===== src/rtl/branch_commit_unit_pkg.sv =====
// Shared types and constants for the branch commit unit: FSM states,
// condition codes carried on ex_rd for Bcc, and bit positions inside {S,V,Z,C}.
package branch_commit_unit_pkg;

  typedef enum logic [1:0] {
    IDLE     = 2'd0,
    REDIRECT = 2'd1,
    FLUSH    = 2'd2
  } state_t;

  localparam logic [2:0] CC_BE  = 3'b000;
  localparam logic [2:0] CC_BLT = 3'b001;
  localparam logic [2:0] CC_BLE = 3'b010;
  localparam logic [2:0] CC_BNE = 3'b011;

  localparam int FLAG_S = 3;
  localparam int FLAG_V = 2;
  localparam int FLAG_Z = 1;
  localparam int FLAG_C = 0;

endpackage


===== src/rtl/branch_cond_eval.sv =====
// Combinational Bcc condition check: committed flags plus 3-bit code -> taken.
// Any code with the top bit set is never taken.
module branch_cond_eval
  import branch_commit_unit_pkg::*;
(
  input  logic [3:0] i_flags,
  input  logic [2:0] i_code,
  output logic       o_taken
);

  logic w_lt;

  assign w_lt = i_flags[FLAG_S] ^ i_flags[FLAG_V];

  always_comb begin
    o_taken = 1'b0;
    case (i_code)
      CC_BE:   o_taken = i_flags[FLAG_Z];
      CC_BLT:  o_taken = w_lt;
      CC_BLE:  o_taken = i_flags[FLAG_Z] | w_lt;
      CC_BNE:  o_taken = ~i_flags[FLAG_Z];
      default: o_taken = 1'b0;
    endcase
  end

endmodule


===== src/rtl/branch_commit_unit.sv =====
// Commits execute results (register write, flag update) and resolves B/Bcc with a
// redirect to fetch plus squash of FLUSH_DEPTH wrong-path results. BRANCH_STATS_EN adds taken_cnt.
module branch_commit_unit
  import branch_commit_unit_pkg::*;
#(
  parameter int FLUSH_DEPTH = 2
) (
  input  logic        clk,
  input  logic        rst,
  input  logic        ex_valid,
  output logic        ex_ready,
  input  logic [15:0] ex_out,
  input  logic        ex_s,
  input  logic        ex_v,
  input  logic        ex_z,
  input  logic        ex_c,
  input  logic        ex_svzc_we,
  input  logic        ex_rd_we,
  input  logic [2:0]  ex_rd,
  input  logic        ex_is_b,
  input  logic        ex_is_bcc,
  output logic        rf_we,
  output logic [2:0]  rf_waddr,
  output logic [15:0] rf_wdata,
  output logic [3:0]  flags,
  output logic        redir_valid,
  input  logic        redir_ready,
  output logic [15:0] redir_pc
`ifdef BRANCH_STATS_EN
  ,
  output logic [15:0] taken_cnt
`endif
);

  localparam logic [2:0] LP_FLUSH_CNT = 3'(FLUSH_DEPTH);

  state_t      r_state, w_state_nxt;
  logic [2:0]  r_cnt, w_cnt_nxt;
  logic        r_rf_we;
  logic [2:0]  r_rf_waddr;
  logic [15:0] r_rf_wdata;
  logic [3:0]  r_flags;
  logic [15:0] r_redir_pc;

  logic w_accept, w_commit, w_is_branch, w_cond, w_taken, w_rf_write;

  assign ex_ready    = (r_state != REDIRECT);
  assign w_accept    = ex_valid & ex_ready;
  assign w_commit    = w_accept & (r_state == IDLE);
  assign w_is_branch = ex_is_b | ex_is_bcc;
  assign w_taken     = ex_is_b | (ex_is_bcc & w_cond);
  assign w_rf_write  = w_commit & ex_rd_we & ~w_is_branch;

  // Conditions see the flags committed before this accept, so a flag op
  // one cycle ahead is already visible here.
  branch_cond_eval u_cond (
    .i_flags (r_flags),
    .i_code  (ex_rd),
    .o_taken (w_cond)
  );

  always_comb begin
    w_state_nxt = r_state;
    w_cnt_nxt   = r_cnt;
    case (r_state)
      IDLE: begin
        if (w_commit && w_taken) w_state_nxt = REDIRECT;
      end
      REDIRECT: begin
        if (redir_ready) begin
          w_state_nxt = FLUSH;
          w_cnt_nxt   = LP_FLUSH_CNT;
        end
      end
      FLUSH: begin
        if (w_accept) begin
          w_cnt_nxt = r_cnt - 3'd1;
          if (r_cnt == 3'd1) w_state_nxt = IDLE;
        end
      end
      default: begin
        w_state_nxt = IDLE;
        w_cnt_nxt   = 3'd0;
      end
    endcase
  end

  always_ff @(posedge clk) begin
    if (rst) begin
      r_state <= IDLE;
      r_cnt   <= 3'd0;
    end else begin
      r_state <= w_state_nxt;
      r_cnt   <= w_cnt_nxt;
    end
  end

  // redir_pc only loads from IDLE, so it holds for the whole REDIRECT stay.
  always_ff @(posedge clk) begin
    if (rst) begin
      r_rf_we    <= 1'b0;
      r_rf_waddr <= 3'd0;
      r_rf_wdata <= 16'd0;
      r_flags    <= 4'd0;
      r_redir_pc <= 16'd0;
    end else begin
      r_rf_we <= w_rf_write;
      if (w_rf_write) begin
        r_rf_waddr <= ex_rd;
        r_rf_wdata <= ex_out;
      end
      if (w_commit && ex_svzc_we && !w_taken) r_flags <= {ex_s, ex_v, ex_z, ex_c};
      if (w_commit && w_taken) r_redir_pc <= ex_out;
    end
  end

`ifdef BRANCH_STATS_EN
  logic [15:0] r_taken_cnt;

  always_ff @(posedge clk) begin
    if (rst) r_taken_cnt <= 16'd0;
    else if (w_commit && w_taken && (r_taken_cnt != 16'hFFFF)) r_taken_cnt <= r_taken_cnt + 16'd1;
  end

  assign taken_cnt = r_taken_cnt;
`endif

  assign rf_we       = r_rf_we;
  assign rf_waddr    = r_rf_waddr;
  assign rf_wdata    = r_rf_wdata;
  assign flags       = r_flags;
  assign redir_valid = (r_state == REDIRECT);
  assign redir_pc    = r_redir_pc;

endmodule

===== config.mk =====
export PLATFORM = sky130hd
export DESIGN_NAME = branch_commit_unit
export DESIGN_NICKNAME = d
export VERILOG_FILES = /design/src/rtl/branch_commit_unit_pkg.sv /design/src/rtl/branch_cond_eval.sv /design/src/rtl/branch_commit_unit.sv
export SDC_FILE = /design/constraint.sdc
export NUM_CORES = 1
export LEC_CHECK = 0
export CORE_MARGIN = 1.5
export CORE_UTILIZATION = 39
export CTS_BUF_LIST = sky130_fd_sc_hd__clkbuf_8 sky130_fd_sc_hd__clkbuf_16
export DETAILED_ROUTE_END_ITERATION = 8
export PLACE_DENSITY = 0.85
export SLEW_MARGIN = 20
export SYNTH_ARGS = -nofsm -noshare
export SYNTH_HDL_FRONTEND = slang
export SYNTH_HIERARCHICAL = 1
export SYNTH_SLANG_ARGS = --single-unit

===== constraint.sdc =====
create_clock -name clk -period 1.7 [get_ports clk]
set_clock_uncertainty 0.05 [all_clocks]
set_input_delay 0.34 -clock clk [delete_from_list [all_inputs] [get_ports clk]]
set_output_delay 0.34 -clock clk [all_outputs]
set_load 0.1 [all_outputs]

==> impl_metrics.ini <==
[yosys]
synth.area.mux_share_pct = 12.4
synth_common_cells = dfxtp_1, nand2_1, nor2_1, mux2i_1, a21oi_1
yosysSeqAreaShare_pct = 48.7
synthDistinctLibCells = 30
async_reset_ff_share_pct = 0
netlist_area_um2 = 1850
synth_fa_ha_area_share_pct = 3.38
synth-seq-cells = 45
synth_nets = 238
synth_top_family_by_area = simple AND/OR/NAND/NOR gates
yosysTopAreaCell = dfxtp_1
ys_warn_count = 6
synth_ff_type = dfxtp_1
syn_area_per_cell_um2 = 9.15
synthCells = 202
synth_top_area_share_pct = 48.7
synth_edf_count = 0
yosysMostFrequentCell = dfxtp_1
synth_compound_area_share_pct = 9.74
synth-xor-area-share_pct = 0.474
synth.area.top_cells = dfxtp_1, mux2i_1, nand2_1
synth-simple-area-share_pct = 19.4

[pwr]
powerDensity_nw_per_um2 = 824
p_leak_nw = 1.41
peakVddDrop_mv = 0.557

[outcome]
failed_checks = design-rule violations, negative setup slack
status = finished, violations left

[cts]
htreeDepth = 2
cts_tree = yes
numCtsBuffers = 5
cts.sinks = 45
cts-hold-fix-buffers = 0
clockRootBuffer = clkbuf_8
cts.clk_slew.worst_paths_ns = 0.08
clk_latency_ns = 0.30
clockBufferDepth = 2

[sta]
slew_headroom_pct = 79.6
fin_crit_sh_pct = 107
fmax_mhz = 549
rsz0062_at_grt = yes
setup_viol = 22
worst_pin_slew_ns = 0.305
fin_ws_ns = -0.123
holdWs_ns = 0.413
hold_violations = 0
maxSlewViolCount = 0
period_minus_slack_ns = 1.82

[global_route]
grt_overflow_total = 0
grt_pass1_wl_um = 7770
grt_max_degree = 19
grt_util_all_layers_pct = 19.1
antenna_found_initial = 0
grt_pass1_vias = 1684

[placed_design]
post-dp-hpwl_um = 3770
dp.cells = 330
gp_congestion = 0.783
place_area_um2 = 3120
pre_cts_slack_ns = -0.454
port_buffers = 72

[detailed_routing]
vias = 1737
drc = 6
drt_wl_total_um = 4870
drt-initial-drc-count = 74
vias_per_cell = 5.11
ant_nets = 0
drt_pass1_iterations = 6
routedWlPerCell_um = 14.3

[setup_path]
critPathKind = register to register
crit_arrival_ns = 1.96
startpoint = flags[2]
crit_slowest_cell = dfxtp_4
critPathLaunchType = register
rr_worst_depth = 8
worstPathRequired_ns = 1.84
crit_end = redir_pc[14]
cp_slowest_stage_delay_ns = 0.36
r2r_setup_slack_ns = -0.12
cp_top_family = compound AO/OA/AOI/OAI gates
path_max_fanout = 6
r2r_start = flags[2]
cp_num_cells = 8
cp_cell_sequence = xor2_2 > o211ai_1 > a31oi_1 > a21oi_2 > and2b_1 > buf_4 > nand2_1 > a21oi_1
worst-path-buf-inv = 1
timing.rr.end = redir_pc[14]
crit_path_end_kind = register

[layout]
num-fill-cells = 294
nets = 323
diodes = 0
syn_to_final_growth_pct = 77.5
drive_gt1_share_pct = 28.1
fin_cells = 340
fin_area_um2 = 3280

[die]
die_h_um = 71.9
fp.dieW_um = 71.9
ioPinCount = 73
start_util_pct = 41.6
core_um2 = 4440
dieArea_um2 = 5160
rows = 24

[min_path]
hold_path.class = register to register

[run]
cap_violations = 0
==> power by group <==
group	internal (mW)	total (mW)	switching (mW)	leakage, nW
clock network	0.285	0.649	0.364	0.0459
logic	0.373	0.913	0.540	0.999
registers	1.10	1.14	0.0478	0.368
total	1.75	2.71	0.952	1.41
==> area by class of cell <==
cell class,count,area [µm²],share of cell area (%)
flip-flops and latches,45,913,27.8
well taps,52,65.1,1.98
inverters,7,26.3,0.801
clock inverters,3,17.5,0.534
clock buffers,5,68.8,2.10
repair buffers,89,1290,39.3
multi-input cells,139,900,27.4
==> what timing repair did <==
item                                   in CTS  in global routing
setup endpoints to repair                  22                 44
buffers inserted                            0                  2
endpoints found under the hold margin       0                  0
gates resized for setup                     5                 10
pin swaps                                   2                  2
==> routing by layer <==
metal / track usage (%) / part of all wire, %
met5: 0 / 0
met4: 5.87 / 1.9
met2: 33.4 / 52
met1: 22.6 / 41
met3: 5.49 / 5.4
==> metrics by stage <==
| stage | total power, mW | utilization [%] | setup TNS, ns |
|---|---|---|---|
| floorplan | 1.68 | - | -1.61 |
| global placement | 2.03 | 70.2 | -8.47 |
| detailed placement | 2.05 | 70.2 | -11.31 |
| CTS | 2.70 | 72.5 | -0.0179 |
| global route | 2.81 | 73.8 | -3.77 |
| finish | 2.71 | 73.8 | -1.99 |
==> tightest hold or removal path, cell delays in order (launching register included) <==
cell and delay (ns):
dfxtp_1 0.31, nand2_1 0.05, a21oi_1 0.05
==> flip-flops by register name, summed over array words and instances, names as in the netlist <==
signal	flops
redir_pc	16
rf_waddr	3
rf_we	1
rf_wdata	16
r_cnt	3
r_state	2
flags	4
==> worst min path at each step <==
stage / start / depth (start not counted) / endpoint
floorplan: r_cnt[1] / 2 / r_cnt[1]
global placement: r_cnt[1] / 2 / r_cnt[1]
detailed placement: r_cnt[1] / 2 / r_cnt[1]
CTS: r_cnt[1] / 2 / r_cnt[1]
global route: r_cnt[1] / 2 / r_cnt[1]
finish: r_cnt[1] / 2 / r_cnt[1]
==> cell usage in the layout, fill, tap and decap left out, types with 3 or more instances in the layout <==
cell	count
dfxtp_1	41
nor2_1	28
inv_1	7
ha_4	3
mux2i_1	22
nand2_1	36
clkbuf_8	5
buf_6	3
clkdlybuf4s50_1	29
nand2b_1	3
a21oi_1	20
buf_12	43
buf_4	13
dfxtp_4	3
==> kinds of logic after synthesis <==
group,Yosys count
AOI/OAI and AO/OA,31
xor gates and xnor gates,1
adders and majority gates,5
buffers and inverters,18
DFF,45
muxes,23
and+or+nand+nor,79
No activity file was read; power rests on OpenSTA's default activity.
